--- src/rtl/switch_port_arbiter.sv ---
// rtl/switch_port_arbiter.sv - round-robin packet mover from three input RAMs to three destination FIFOs
module switch_port_arbiter #(
    parameter int ADDR_W = 12,
    parameter int DATA_W = 32
) (
    input  logic                  clk,
    input  logic                  reset,
    input  logic                  enable,
    input  logic [3*ADDR_W-1:0]   wr_ptr,
    input  logic [3*DATA_W-1:0]   ram_q,
    output logic [3*ADDR_W-1:0]   ram_rd_add,
    output logic [2:0]            ram_rden,
    input  logic [2:0]            fifo_full,
    output logic [DATA_W-1:0]     fifo_data,
    output logic [2:0]            fifo_wr,
    output logic [2:0]            grant,
    output logic                  busy,
    output logic [7:0]            drop_count
);

    typedef enum logic [2:0] {
        S_IDLE, S_HRD, S_HDEC, S_HWR, S_PRD, S_PWR, S_DROP
    } state_t;

    state_t              r_state;
    logic [ADDR_W-1:0]   r_rd_ptr [3];
    logic [1:0]          r_g;
    logic [1:0]          r_last;
    logic [2:0]          r_grant;
    logic [DATA_W-1:0]   r_header;
    logic [1:0]          r_dest;
    logic [3:0]          r_cnt;
    logic [7:0]          r_drop;

    logic [2:0]          w_pend;
    logic [DATA_W-1:0]   w_q_arr [3];
    logic [DATA_W-1:0]   w_q;
    logic                w_cur_pend;
    logic                w_full;
    logic [2:0]          w_dest_oh;
    logic [1:0]          w_c0, w_c1, w_c2;
    logic [1:0]          w_next;
    logic                w_found;
    logic [2:0]          w_rden;
    logic [2:0]          w_wr;
    logic [DATA_W-1:0]   w_data;

    for (genvar i = 0; i < 3; i++) begin : g_port
        assign w_pend[i] = (r_rd_ptr[i] != wr_ptr[ADDR_W*i +: ADDR_W]);
        assign w_q_arr[i] = ram_q[DATA_W*i +: DATA_W];
        assign ram_rd_add[ADDR_W*i +: ADDR_W] = r_rd_ptr[i];
    end

    assign w_q        = w_q_arr[r_g];
    assign w_cur_pend = w_pend[r_g];
    assign w_full     = fifo_full[r_dest - 2'd1];
    assign w_dest_oh  = 3'b001 << (r_dest - 2'd1);

    // Cyclic search order starting just after the last granted port
    assign w_c0 = (r_last == 2'd2) ? 2'd0 : r_last + 2'd1;
    assign w_c1 = (w_c0 == 2'd2) ? 2'd0 : w_c0 + 2'd1;
    assign w_c2 = (w_c1 == 2'd2) ? 2'd0 : w_c1 + 2'd1;
    assign w_found = |w_pend;

    always_comb begin
        w_next = w_c2;
        if (w_pend[w_c1]) w_next = w_c1;
        if (w_pend[w_c0]) w_next = w_c0;
    end

    // Strobes depend on the live full flag, so they are decoded from the registered state
    always_comb begin
        w_rden = '0;
        w_wr   = '0;
        w_data = '0;
        case (r_state)
            S_HRD: w_rden = r_grant;
            S_HWR: begin
                if (!w_full) begin
                    w_wr   = w_dest_oh;
                    w_data = r_header;
                end
            end
            S_PRD: begin
                if (r_cnt != 4'd0 && w_cur_pend && !w_full) w_rden = r_grant;
            end
            S_PWR: begin
                w_wr   = w_dest_oh;
                w_data = w_q;
            end
            default: ;
        endcase
    end

    always_ff @(posedge clk or negedge reset) begin
        if (!reset) begin
            r_state  <= S_IDLE;
            for (int i = 0; i < 3; i++) r_rd_ptr[i] <= '0;
            r_g      <= 2'd0;
            r_last   <= 2'd2;
            r_grant  <= 3'b000;
            r_header <= '0;
            r_dest   <= 2'd0;
            r_cnt    <= 4'd0;
            r_drop   <= 8'd0;
        end else begin
            case (r_state)
                S_IDLE: begin
                    if (enable && w_found) begin
                        r_g     <= w_next;
                        r_last  <= w_next;
                        r_grant <= 3'b001 << w_next;
                        r_state <= S_HRD;
                    end
                end
                S_HRD: r_state <= S_HDEC;
                S_HDEC: begin
                    r_header      <= w_q;
                    r_dest        <= w_q[1:0];
                    r_cnt         <= w_q[11:8];
                    r_rd_ptr[r_g] <= r_rd_ptr[r_g] + 1'b1;
                    if (w_q[1:0] == 2'd0) begin
                        if (r_drop != 8'hFF) r_drop <= r_drop + 8'd1;
                        r_state <= S_DROP;
                    end else begin
                        r_state <= S_HWR;
                    end
                end
                S_HWR: begin
                    if (!w_full) begin
                        if (r_cnt != 4'd0) begin
                            r_state <= S_PRD;
                        end else begin
                            r_state <= S_IDLE;
                            r_grant <= 3'b000;
                        end
                    end
                end
                S_PRD: begin
                    if (r_cnt == 4'd0) begin
                        r_state <= S_IDLE;
                        r_grant <= 3'b000;
                    end else if (w_cur_pend && !w_full) begin
                        r_state <= S_PWR;
                    end
                end
                S_PWR: begin
                    r_rd_ptr[r_g] <= r_rd_ptr[r_g] + 1'b1;
                    r_cnt         <= r_cnt - 4'd1;
                    r_state       <= S_PRD;
                end
                S_DROP: begin
                    if (r_cnt == 4'd0) begin
                        r_state <= S_IDLE;
                        r_grant <= 3'b000;
                    end else if (w_cur_pend) begin
                        r_rd_ptr[r_g] <= r_rd_ptr[r_g] + 1'b1;
                        r_cnt         <= r_cnt - 4'd1;
                    end
                end
                default: begin
                    r_state <= S_IDLE;
                    r_grant <= 3'b000;
                end
            endcase
        end
    end

    assign ram_rden   = w_rden;
    assign fifo_wr    = w_wr;
    assign fifo_data  = w_data;
    assign grant      = r_grant;
    assign busy       = (r_state != S_IDLE);
    assign drop_count = r_drop;

endmodule

--- config.mk ---
export PLATFORM = sky130hd
export DESIGN_NAME = switch_port_arbiter
export DESIGN_NICKNAME = d
export VERILOG_FILES = /design/src/rtl/switch_port_arbiter.sv
export SDC_FILE = /design/constraint.sdc
export NUM_CORES = 1
export LEC_CHECK = 0
export ABC_CLOCK_PERIOD_IN_PS = 5600
export CELL_PAD_IN_SITES_DETAIL_PLACEMENT = 0
export CELL_PAD_IN_SITES_GLOBAL_PLACEMENT = 2
export CORE_ASPECT_RATIO = 0.8
export CORE_MARGIN = 5
export CORE_UTILIZATION = 28
export DETAILED_ROUTE_END_ITERATION = 8
export PLACE_DENSITY_LB_ADDON = 0.1
export SKIP_CTS_REPAIR_TIMING = 1
export SYNTH_ARGS = -nofsm -noshare
export SYNTH_HDL_FRONTEND = slang
export SYNTH_SLANG_ARGS = --single-unit
--- constraint.sdc ---
create_clock -name clk -period 5.6 [get_ports clk]
set_input_delay 1.12 -clock clk [delete_from_list [all_inputs] [get_ports clk]]
set_output_delay 1.12 -clock clk [all_outputs]
set_load 0.02 [all_outputs]
==> results.md, run 1 <==
- First element of the critical path: wr_ptr[27]
- Number of warnings reported in the yosys synthesis log: 0
- Root Driver: sky130_fd_sc_hd__clkbuf_16
- TNS Setup: 0 ns
- Total clock buffers created by CTS: 9
- # nets final: between 900 and 1000
- Ratio of total power to cell area: between 400 and 500 nW/um^2
- Worst Setup End Kind: primary output
- Number of enable flip-flop cells after synthesis: 0
- Number of vias per cell: about 4.8
- Final estimated routing congestion in global placement: around 0.82
- Worst hold path type: reg2reg
- WL per Instance: about 20 um
- Peak VDD IR: between 0.0002 and 0.00025 V
- RSZ-0062 raised after global routing: no
- Die footprint: 23000 sq um
- FF+latch count, synth: 89
- Clock H-tree levels: 3
- Max_slew headroom: about 32%
- Height of the die: 137 um
- Floorplan Core Area: slightly below 20000 sq um
- Final hold vios: 0
- Worst slack at placement: between 0.7 and 0.8 ns
- Flip-flop cell with the highest count after synthesis: sky130_fd_sc_hd__dfrtp_1
- I/O pin count: between 200 and 250
- Global Route met2 Usage: a little over a quarter
- Part of the cycle the worst path needs: a little under nine tenths
- Most Crowded Layer GR: met2
- Most used standard cell by instance count after synthesis: sky130_fd_sc_hd__dfrtp_1
- Net count after synthesis: 698
- Least-Margin Pin Slew: between 1 and 1.5 ns
- Max-capacitance violation count: 0
- Antenna violations before repair: 0
- Die Width: approximately 170 um
- Iteration count of the initial detailed-routing pass: 4
- Final HPWL DP: between 15000 and 20000 um
- Total inserted antenna cells: 0
- Type of element launching the critical path: input port
- Longest Clk Path Bufs: 2
- Async SR Flop Fraction: 100%
- Global-route wire length before repair: around 31000 um
- Critical path arrival: 3.72 ns
- Setup skew after layout: 0.0103 ns
- Share of post-route cells with drive strength above 1: between 10% and 20%
- LEAKAGE: around 3.5 nW
- FP Rows: 46
- Source of the worst register-to-register timing path: r_g[0]
- Drt first-iter violations: between 200 and 250
- CP cell instances: clkdlybuf4s50_1, xnor2_1, nand4_1, nor3_2, a211o_1, a21oi_1, a21oi_1, nor3_1, clkdlybuf4s50_1
- Shortest clock period the worst path allows after layout: slightly below 5 ns
- Synth area leaders: sky130_fd_sc_hd__dfrtp_1 39%, sky130_fd_sc_hd__mux2_2 14%, sky130_fd_sc_hd__mux2i_1 7.8%
- Final Worst Setup Slack: between 0.7 and 0.8 ns
- Mapped Area: between 5000 and 6000 sq um
- Number of I/O port buffers: ~220
- GRT met3 Usage: about 4.5%
- Clock-pin slew on the worst setup and hold paths: about 0.070 ns
- Met1 global-route usage: between 20 and 30%
- Worst-skew pair later-pin latency: 0.35 ns
- Outcome: complete, no violations
- Proportion of netlist area held by the largest area contributor: around 40%
- Number of different library cells in the post-synthesis netlist: 47
- Detail Route Antenna Nets: 0
- Slowest stage cell on the critical path: sky130_fd_sc_hd__clkdlybuf4s50_1
- Data required time of the critical path: between 4 and 5 ns
- Kind of critical path: in2out
- Mapped Avg Cell Area: a little over 10 sq um
- Starting Density: 28.4%
- Total vias in the final route: around 5000
- DRC violations left: 0
- Area leader, netlist: sky130_fd_sc_hd__dfrtp_1
- Startpoint of the most critical hold path: drop_count[6]
- Relative area change from synthesis to final layout: 51.3%
- Peak Freq: approximately 0.21 GHz
- Vias in the first global route: slightly above 5000
- Peak fanout along the critical path: 4
- Crit path largest cell delay: 0.57 ns
- Final setup violation count: 0
- Overall track demand over capacity in global routing: about 18%
- Gate count after technology mapping: about 550
- GRT overflow: 0
- Ranking of synthesized cells by instance count: 88 x sky130_fd_sc_hd__dfrtp_1, 70 x sky130_fd_sc_hd__mux2_2, 52 x sky130_fd_sc_hd__nand2_1
- Clock sink count: 89
- Number of slew-limit violations in the final report: 0
- Clock tree from TritonCTS: done
- Largest net degree at the start of global routing: 60
- Aggregate routed wire length: slightly above 20000 um
- Sequential-to-total area share from yosys stat: about two fifths
==> cell type report <==
cell class / instances / area, sq um
Fill cell: 1944 / 11300
Inverter: 12 / 45.0
Sequential cell: 89 / 2230
Multi-Input combinational cell: 421 / 3230
Clock inverter: 6 / 90.1
Timing Repair Buffer: 238 / 2340
Clock buffer: 10 / 239
Tap cell: 264 / 330
==> path summary, 6_finish.rpt <==
path	slack, ns	end	cells past startpoint
worst min-delay path	0.50	drop_count[6]	1
worst max register to register	2.40	ram_rd_add[11]	8
worst max-delay path	0.76	ram_rden[2]	9
min in group asynchronous	0.70	ram_rd_add[0]	1
max in group asynchronous	3.74	r_header[9]	2
worst min register to register	0.50	drop_count[6]	1
==> critical path, delay by kind of cell <==
family | cells | cell delay, ns
AOI/OAI and AO/OA | 3 | 0.66
buffers and inverters | 2 | 0.98
and+or+nand+nor | 3 | 0.70
xor gates and xnor gates | 1 | 0.26
==> cell usage in the layout, fill, tap and decap left out, drive strengths merged, types with 2 or more instances in the layout <==
| master | count |
|---|---|
| clkbuf | 10 |
| bufinv | 2 |
| nand2b | 3 |
| nor3b | 2 |
| a2bb2oi | 2 |
| a22oi | 3 |
| and3 | 3 |
| a22o | 30 |
| o21ai | 46 |
| o21a | 2 |
| buf | 16 |
| clkinv | 2 |
| clkdlybuf4s50 | 222 |
| nor2b | 7 |
| or3 | 2 |
| nand3 | 10 |
| mux2i | 44 |
| ha | 6 |
| nand2 | 52 |
| o31ai | 2 |
| o2bb2ai | 5 |
| nor3 | 11 |
| xor2 | 19 |
| nand4 | 9 |
| a21oi | 14 |
| dfrtp | 88 |
| or2 | 3 |
| nor2 | 22 |
| nor4 | 5 |
| mux2 | 70 |
| xnor2 | 36 |
| a31oi | 3 |
| inv | 13 |
==> layer usage <==
layer / up-vias / wire length [um]
met3: 12 / 1300
met1: 2444 / 9800
met4: 0 / 116
li1: 2427 / -
met5: - / 0
met2: 142 / 9020
==> per-stage QoR <==
stage	util [%]	cells	area, sq um	power (mW)	hold slack, ns
finish	43.0	1040	8510	3.73	0.498
global route	43.0	1040	8510	4.00	0.521
CTS	43.0	1040	8510	3.78	0.508
detailed placement	41.3	1024	8180	3.09	0.496
global placement	41.3	1024	8180	3.06	0.479
floorplan	-	554	5620	2.31	0.481
==> state kept, by name, summed over array words and instances, names as in the netlist <==
register and cells:
r_cnt 4, grant 3, r_state 3, r_last 1, ram_rd_add 36, r_g 2, drop_count 8, r_header 32
==> logic make-up (layout without fill, tap and decap cells) <==
kind of cell               after synthesis  after routing  share of synthesized area, %
and+or+nand+nor                        131            131                          11.1
AOI/OAI and AO/OA                      115            115                          13.9
muxes                                  114            114                          21.9
DFF                                     89             89                          39.6
xor gates and xnor gates                55             55                          8.57
buffers and inverters                   44            266                          3.56
adders and majority gates                6              6                          1.34
==> power by group <==
group          switching [mW]  internal, mW  total, mW
clock                   0.271         0.405      0.676
combinational            1.02         0.929       1.95
sequential              0.248         0.855       1.10
total                    1.54          2.19       3.73
No activity file was read; power rests on OpenSTA's default activity.
==> inputs of run 2 (changes only) <==
--- a/config.mk
+++ b/config.mk
@@ -5,7 +5,7 @@
 export SDC_FILE = /design/constraint.sdc
 export NUM_CORES = 1
 export LEC_CHECK = 0
-export ABC_CLOCK_PERIOD_IN_PS = 5600
+export ABC_CLOCK_PERIOD_IN_PS = 6020
 export CELL_PAD_IN_SITES_DETAIL_PLACEMENT = 0
 export CELL_PAD_IN_SITES_GLOBAL_PLACEMENT = 2
 export CORE_ASPECT_RATIO = 0.8
@@ -13,6 +13,7 @@
 export CORE_UTILIZATION = 28
 export DETAILED_ROUTE_END_ITERATION = 8
 export PLACE_DENSITY_LB_ADDON = 0.1
+export RECOVER_POWER = 25
 export SKIP_CTS_REPAIR_TIMING = 1
 export SYNTH_ARGS = -nofsm -noshare
 export SYNTH_HDL_FRONTEND = slang
==> constraint.sdc (replaced) <==
create_clock -name clk -period 6.02 [get_ports clk]
set_input_delay 1.204 -clock clk [delete_from_list [all_inputs] [get_ports clk]]
set_output_delay 1.204 -clock clk [all_outputs]
set_load 0.02 [all_outputs]
==> results.md, run 2 (synthesis gave the netlist of run 1 again) <==
- Outcome: complete, but fails checks
- Violated checks: max-capacitance violations, max-slew violations
- Largest register FFs: 36 (unchanged)
- I/O pin count: 224 (unchanged)
- Type of element launching the critical path: input port
- RSZ-0062 raised after global routing: no
- Commonest non-fill, non-tap cells in the layout: 219 x sky130_fd_sc_hd__clkdlybuf4s50_1, 87 x sky130_fd_sc_hd__dfrtp_1, 70 x sky130_fd_sc_hd__mux2_2, 52 x sky130_fd_sc_hd__nand2_1, 45 x sky130_fd_sc_hd__o21ai_0
- Data required time of the critical path: 4.82 ns (+0.34 ns)
- Peak VDD IR: 0.000187 V (-18%)
- Longest Clk Path Bufs: 2 (unchanged)
- Most common cell after layout, fill and taps aside: sky130_fd_sc_hd__clkdlybuf4s50_1
- Floorplan Core Area: 19800 sq um (unchanged)
- Final estimated routing congestion in global placement: 0.829 (+0.58%)
- Die Width: 168 um (unchanged)
- Shortest clock period the worst path allows after layout: roughly 5.2 ns
- Drt first-iter violations: 279 (+15%)
- Largest net degree at the start of global routing: 48 (-20%)
- Clock tree from TritonCTS: done
- Vias in the first global route: 5283 (+4.6%)
- Crit Reg-Reg Endpoint: ram_rd_add[11]
- Final hold vios: 0 (unchanged)
- Startpoint of the most critical hold path: drop_count[6]
- Least-Margin Pin Slew: 2.57 ns (+1.56 ns)
- Clock H-tree levels: 3 (unchanged)
- TNS Setup: 0 ns (unchanged)
- Starting Density: 28.4% (unchanged)
- Height of the die: 137 um (unchanged)
- WL per Instance: 19.2 um (-1.4%)
- Die footprint: 23000 sq um (unchanged)
- Endpoint with the worst hold slack: drop_count[6]
- Antenna violations before repair: 0 (unchanged)
- Count of cells along the worst hold path: 1 (unchanged)
- R2R setup slack: 2.84 ns (+0.44 ns)
- Share of post-route cells with drive strength above 1: 14.5% (-0.59 points)
- Total Power: 3.40 mW (-8.7%)
- Peak fanout along the critical path: 3 (-1)
- Ratio of total power to cell area: 402 nW/um^2 (-8.1%)
- Number of vias per cell: 4.84 (about the same)
- Worst hold path type: reg2reg
- Clock-pin slew on the worst setup and hold paths: 0.07 ns (about the same)
- Final Core Density: 42.7% (-0.27 points)
- Number of I/O port buffers: 223 (unchanged)
- Detail Route Antenna Nets: 0 (unchanged)
- Peak Freq: around 0.19 GHz
- Aggregate routed wire length: 19900 um (-1.7%)
- Relative area change from synthesis to final layout: 50.4%
- Number of non-filler instances in the completed layout: 1037 (-0.29%)
- DRC violations left: 0 (unchanged)
- Total vias in the final route: 5015 (-0.20%)
- Total inserted antenna cells: 0 (unchanged)
- Iteration count of the initial detailed-routing pass: 4 (unchanged)
- Final std cell area, no fill: 8450 sq um (-0.62%)
- Max_slew headroom: -71.3% (-100 points)
- Worst-skew pair later-pin latency: 0.35 ns (about the same)
- Critical path arrival: 3.98 ns (+0.26 ns)
- Number of instances in the placed design: 1021 (-0.29%)
- Final HPWL DP: 15100 um (-2.7%)
- Final setup violation count: 0 (unchanged)
- GRT overflow: 0 (unchanged)
- Root Driver: sky130_fd_sc_hd__clkbuf_16
- Source of the worst register-to-register timing path: r_g[1]
- Total clock buffers created by CTS: 9 (unchanged)
- Worst slack at placement: 0.943 ns (+0.195 ns)
- Final worst hold slack: 0.492 ns (-0.00599 ns)
- Clock sink count: 89 (unchanged)
- Standard cell area after detailed placement: 8160 sq um (-0.28%)
- Overall track demand over capacity in global routing: 17.1% (-0.40 points)
- Final Worst Setup Slack: 0.835 ns (+0.0699 ns)
- # fillers: 1971 (+1.4%)
- Worst Setup End Kind: primary output
- LEAKAGE: 3.46 nW (-0.98%)
- Kind of critical path: in2out
- Part of the cycle the worst path needs: 86.1%
- Setup skew after layout: 0.0119 ns (+0.00152 ns)
- Number of slew-limit violations in the final report: 44 (+44)
- # nets final: 912 (-0.33%)
- Worst reg2reg path depth: 7 (-1)
- Max-capacitance violation count: 1 (+1)
- FP Rows: 46 (unchanged)
- Global-route wire length before repair: 30800 um (-1.0%)
==> run 2: cell types whose count changed in the layout (fill, tap and decap cells not counted), sizes merged <==
cell / change
buf: -5
bufinv: -1
clkbuf: +3
clkdlybuf4s50: -3
clkinv: -2
clkinvlp: +1
dlygate4sd3: +3
inv: +1
==> run 2: layout make-up <==
type | count | area, sq um | share of cell area [%]
Sequential cell | 89 | 2230 | 26.4
Tap cell | 264 | 330 | 3.91
Inverter | 12 | 45.0 | 0.533
Clock buffer | 11 | 243 | 2.87
Timing Repair Buffer | 235 | 2310 | 27.4
Clock inverter | 5 | 62.6 | 0.740
Multi-Input combinational cell | 421 | 3230 | 38.2
==> run 2: layer usage <==
layer  routed length, um  GRT usage, %  part of all wire (%)
met5                   0             0                     0
met4                 129          2.48                  0.65
met3                1390          4.74                   7.0
met2                9150          27.4                    46
met1                9230          23.9                    46
==> run 2: worst max-delay path: stages <==
cell                              delay [ns]
sky130_fd_sc_hd__clkdlybuf4s50_1        0.43
sky130_fd_sc_hd__xor2_1                 0.18
sky130_fd_sc_hd__nor4_1                 0.73
sky130_fd_sc_hd__nand3_1                0.20
sky130_fd_sc_hd__nand2_1                0.21
sky130_fd_sc_hd__a21oi_1                0.12
sky130_fd_sc_hd__a21oi_1                0.26
sky130_fd_sc_hd__nor3_1                 0.09
sky130_fd_sc_hd__clkdlybuf4s50_1        0.57
==> run 2: report_power, final <==
group | switching (mW) | internal (mW) | leakage (nW)
Sequential | 0.202 | 0.796 | 1.14
Clock | 0.248 | 0.336 | 0.143
Combinational | 0.966 | 0.854 | 2.18
==> run 2: worst max-delay path by stage <==
| stage | from | to | slack, ns |
|---|---|---|---|
| floorplan | fifo_full[2] | fifo_data[11] | 2.05 |
| global placement | wr_ptr[21] | ram_rden[1] | 0.98 |
| CTS | wr_ptr[21] | ram_rden[0] | 0.93 |
| finish | wr_ptr[21] | ram_rden[0] | 0.83 |
| detailed placement | wr_ptr[21] | ram_rden[0] | 0.94 |
| global route | wr_ptr[21] | ram_rden[1] | 0.71 |
==> inputs of run 3 (changes only) <==
--- a/config.mk
+++ b/config.mk
@@ -6,7 +6,7 @@
 export NUM_CORES = 1
 export LEC_CHECK = 0
 export ABC_CLOCK_PERIOD_IN_PS = 6020
-export CELL_PAD_IN_SITES_DETAIL_PLACEMENT = 0
+export CELL_PAD_IN_SITES_DETAIL_PLACEMENT = 1
 export CELL_PAD_IN_SITES_GLOBAL_PLACEMENT = 2
 export CORE_ASPECT_RATIO = 0.8
 export CORE_MARGIN = 5
@@ -14,6 +14,7 @@
 export DETAILED_ROUTE_END_ITERATION = 8
 export PLACE_DENSITY_LB_ADDON = 0.1
 export RECOVER_POWER = 25
+export SETUP_SLACK_MARGIN = 0.02
 export SKIP_CTS_REPAIR_TIMING = 1
 export SYNTH_ARGS = -nofsm -noshare
 export SYNTH_HDL_FRONTEND = slang
==> results.md, run 3 (synthesis gave the netlist of run 1 again) <==
- # fillers: 2220 (+13%)
- FP Rows: 46 (unchanged)
- Peak fanout along the critical path: 3 (unchanged)
- Worst-skew pair later-pin latency: 0.35 ns (about the same)
- Peak VDD IR: 0.000184 V (-1.7%)
- Total clock buffers created by CTS: 9 (unchanged)
- Combined area of the multi-input logic cells: 3230 sq um (unchanged)
- Share of post-route cells with drive strength above 1: 14.4% (-0.13 points)
- GRT met3 Usage: 4.07% (-0.66 points)
- Antenna violations before repair: 0 (unchanged)
- Part of the cycle the worst path needs: 86.3% (+0.18 points)
- Aggregate routed wire length: 20900 um (+4.9%)
- Die Width: 168 um (unchanged)
- Die footprint: 23000 sq um (unchanged)
- Largest register FFs: 36 (unchanged)
- Most Crowded Layer GR: met2
- Final estimated routing congestion in global placement: 0.829 (unchanged)
- Detail Route Antenna Nets: 0 (unchanged)
- Peak Freq: 0.192 GHz (-0.21%)
- Number of I/O port buffers: 223 (unchanged)
- Final std cell area, no fill: 8450 sq um (about the same)
- Floorplan Core Area: 19800 sq um (unchanged)
- Violated checks: max-capacitance violations, max-slew violations
- Iteration count of the initial detailed-routing pass: 4 (unchanged)
- Ratio of total power to cell area: 406 nW/um^2 (+0.99%)
- Final setup violation count: 0 (unchanged)
- Number of instances in the placed design: 1021 (unchanged)
- Met1 global-route usage: 25.3% (+1.4 points)
- R2R setup slack: 1.80 ns (-1.04 ns)
- Largest net degree at the start of global routing: 48 (unchanged)
- CP cell instances: clkdlybuf4s50_1, xor2_1, nor4_1, nand3_1, nand2_1, a21oi_1, a21oi_1, nor3_1, clkdlybuf4s50_1
- Longest Clk Path Bufs: 2 (unchanged)
- Most common cell after layout, fill and taps aside: sky130_fd_sc_hd__clkdlybuf4s50_1
- Clock sink count: 89 (unchanged)
- DRC violations left: 0 (unchanged)
- Setup skew after layout: 0.00801 ns (-0.00384 ns)
- Data required time of the critical path: 4.82 ns (about the same)
- Max-capacitance violation count: 2 (+1)
- Total inserted antenna cells: 0 (unchanged)
- LEAKAGE: 3.46 nW (-0.14%)
- Starting Density: 28.4% (unchanged)
- Critical path arrival: 3.99 ns (about the same)
- Number of slew-limit violations in the final report: 88 (+100%)
- Number of non-filler instances in the completed layout: 1037 (unchanged)
- Kind of critical path: in2out
- Relative area change from synthesis to final layout: 50.3% (about the same)
- Max_slew headroom: -68.9% (+2.4 points)
- Outcome: complete, but fails checks
- Crit path largest cell delay: 0.71 ns (-0.02 ns)
- TNS Setup: 0 ns (unchanged)
- Shortest clock period the worst path allows after layout: 5.20 ns (+0.0111 ns)
- Worst slack at placement: 0.918 ns (-0.0257 ns)
- WL per Instance: 20.1 um (+4.9%)
- Clock H-tree levels: 3 (unchanged)
- Least-Margin Pin Slew: 2.53 ns (-0.0353 ns)
- Worst hold path type: reg2reg
- Height of the die: 137 um (unchanged)
- I/O pin count: 224 (unchanged)
- Total vias in the final route: 5080 (+1.3%)
- Sequential standard cell area: 2230 sq um (unchanged)
- Final hold vios: 0 (unchanged)
- Final Worst Setup Slack: 0.824 ns (-0.0111 ns)
- Type of element launching the critical path: input port
- Worst Setup End Kind: primary output
- # nets final: 912 (unchanged)
- Clock-pin slew on the worst setup and hold paths: 0.07 ns (about the same)
- Commonest non-fill, non-tap cells in the layout: 222 x sky130_fd_sc_hd__clkdlybuf4s50_1, 87 x sky130_fd_sc_hd__dfrtp_1, 70 x sky130_fd_sc_hd__mux2_2, 52 x sky130_fd_sc_hd__nand2_1, 45 x sky130_fd_sc_hd__o21ai_0
- Standard cell area after detailed placement: 8160 sq um (unchanged)
- Root Driver: sky130_fd_sc_hd__clkbuf_16
- Global Route met2 Usage: 28.9% (+1.5 points)
- Number of vias per cell: 4.90 (+1.3%)
- Final HPWL DP: 16100 um (+6.9%)
- Overall track demand over capacity in global routing: 18.0% (+0.88 points)
- Vias in the first global route: 5528 (+4.6%)
- GRT overflow: 0 (unchanged)
- RSZ-0062 raised after global routing: no
- Slowest stage cell on the critical path: sky130_fd_sc_hd__nor4_1
- Global-route wire length before repair: 32600 um (+5.8%)
- Clock tree from TritonCTS: done
- Drt first-iter violations: 251 (-10%)
## run 3: cell types whose count changed in the layout (fill, tap and decap cells not counted)
cell,change
sky130_fd_sc_hd__buf_4,-1
sky130_fd_sc_hd__dlygate4sd3_1,-3
sky130_fd_sc_hd__clkbuf_1,+1
sky130_fd_sc_hd__clkdlybuf4s50_1,+3
## run 3: final cells by class
type | instances | share of cell area (%)
inverters | 12 | 0.533
flip-flops and latches | 89 | 26.4
multi-input cells | 421 | 38.2
clock inverters | 5 | 0.740
repair buffers | 235 | 27.3
clock buffers | 11 | 2.87
well taps | 264 | 3.91
## run 3: through the flow
step                      util (%)  total power [mW]  hold slack [ns]
final                         42.7              3.44            0.489
after global routing          42.7              3.68            0.519
after CTS                     42.7              3.48            0.495
after detailed placement      41.2              2.88            0.486
after global placement        41.2              2.83            0.479
after floorplan                  -              2.15            0.481
## run 3: layer usage
metal | wire (um) | share of wire [%] | vias to the layer above
li1 | - | - | 2427
met1 | 10000 | 48 | 2524
met2 | 9610 | 46 | 118
met3 | 1060 | 5.1 | 11
met4 | 176 | 0.84 | 0
met5 | 0 | 0 | -
## run 3: worst max-delay path: cells and delay by family
kind,cells,cell delay (ns)
AO/OA/AOI/OAI,2,0.37
XOR/XNOR,1,0.18
buffers and inverters,2,1.00
AND/OR/NAND/NOR,4,1.24
## run 3: worst paths after layout
path	cells after the start	startpoint	to
min reg2reg	1	drop_count[6]	drop_count[6]
max	9	wr_ptr[21]	ram_rden[0]
max reg2reg	8	r_state[1]	drop_count[5]
min	1	drop_count[6]	drop_count[6]
max in group asynchronous	2	reset	r_g[1]
min in group asynchronous	1	reset	ram_rd_add[24]
## run 3: where the power goes
| part | leakage [nW] | internal [mW] | switching, mW |
|---|---|---|---|
| clock network | 0.143 | 0.336 | 0.252 |
| registers | 1.14 | 0.796 | 0.206 |
| logic | 2.17 | 0.861 | 0.983 |
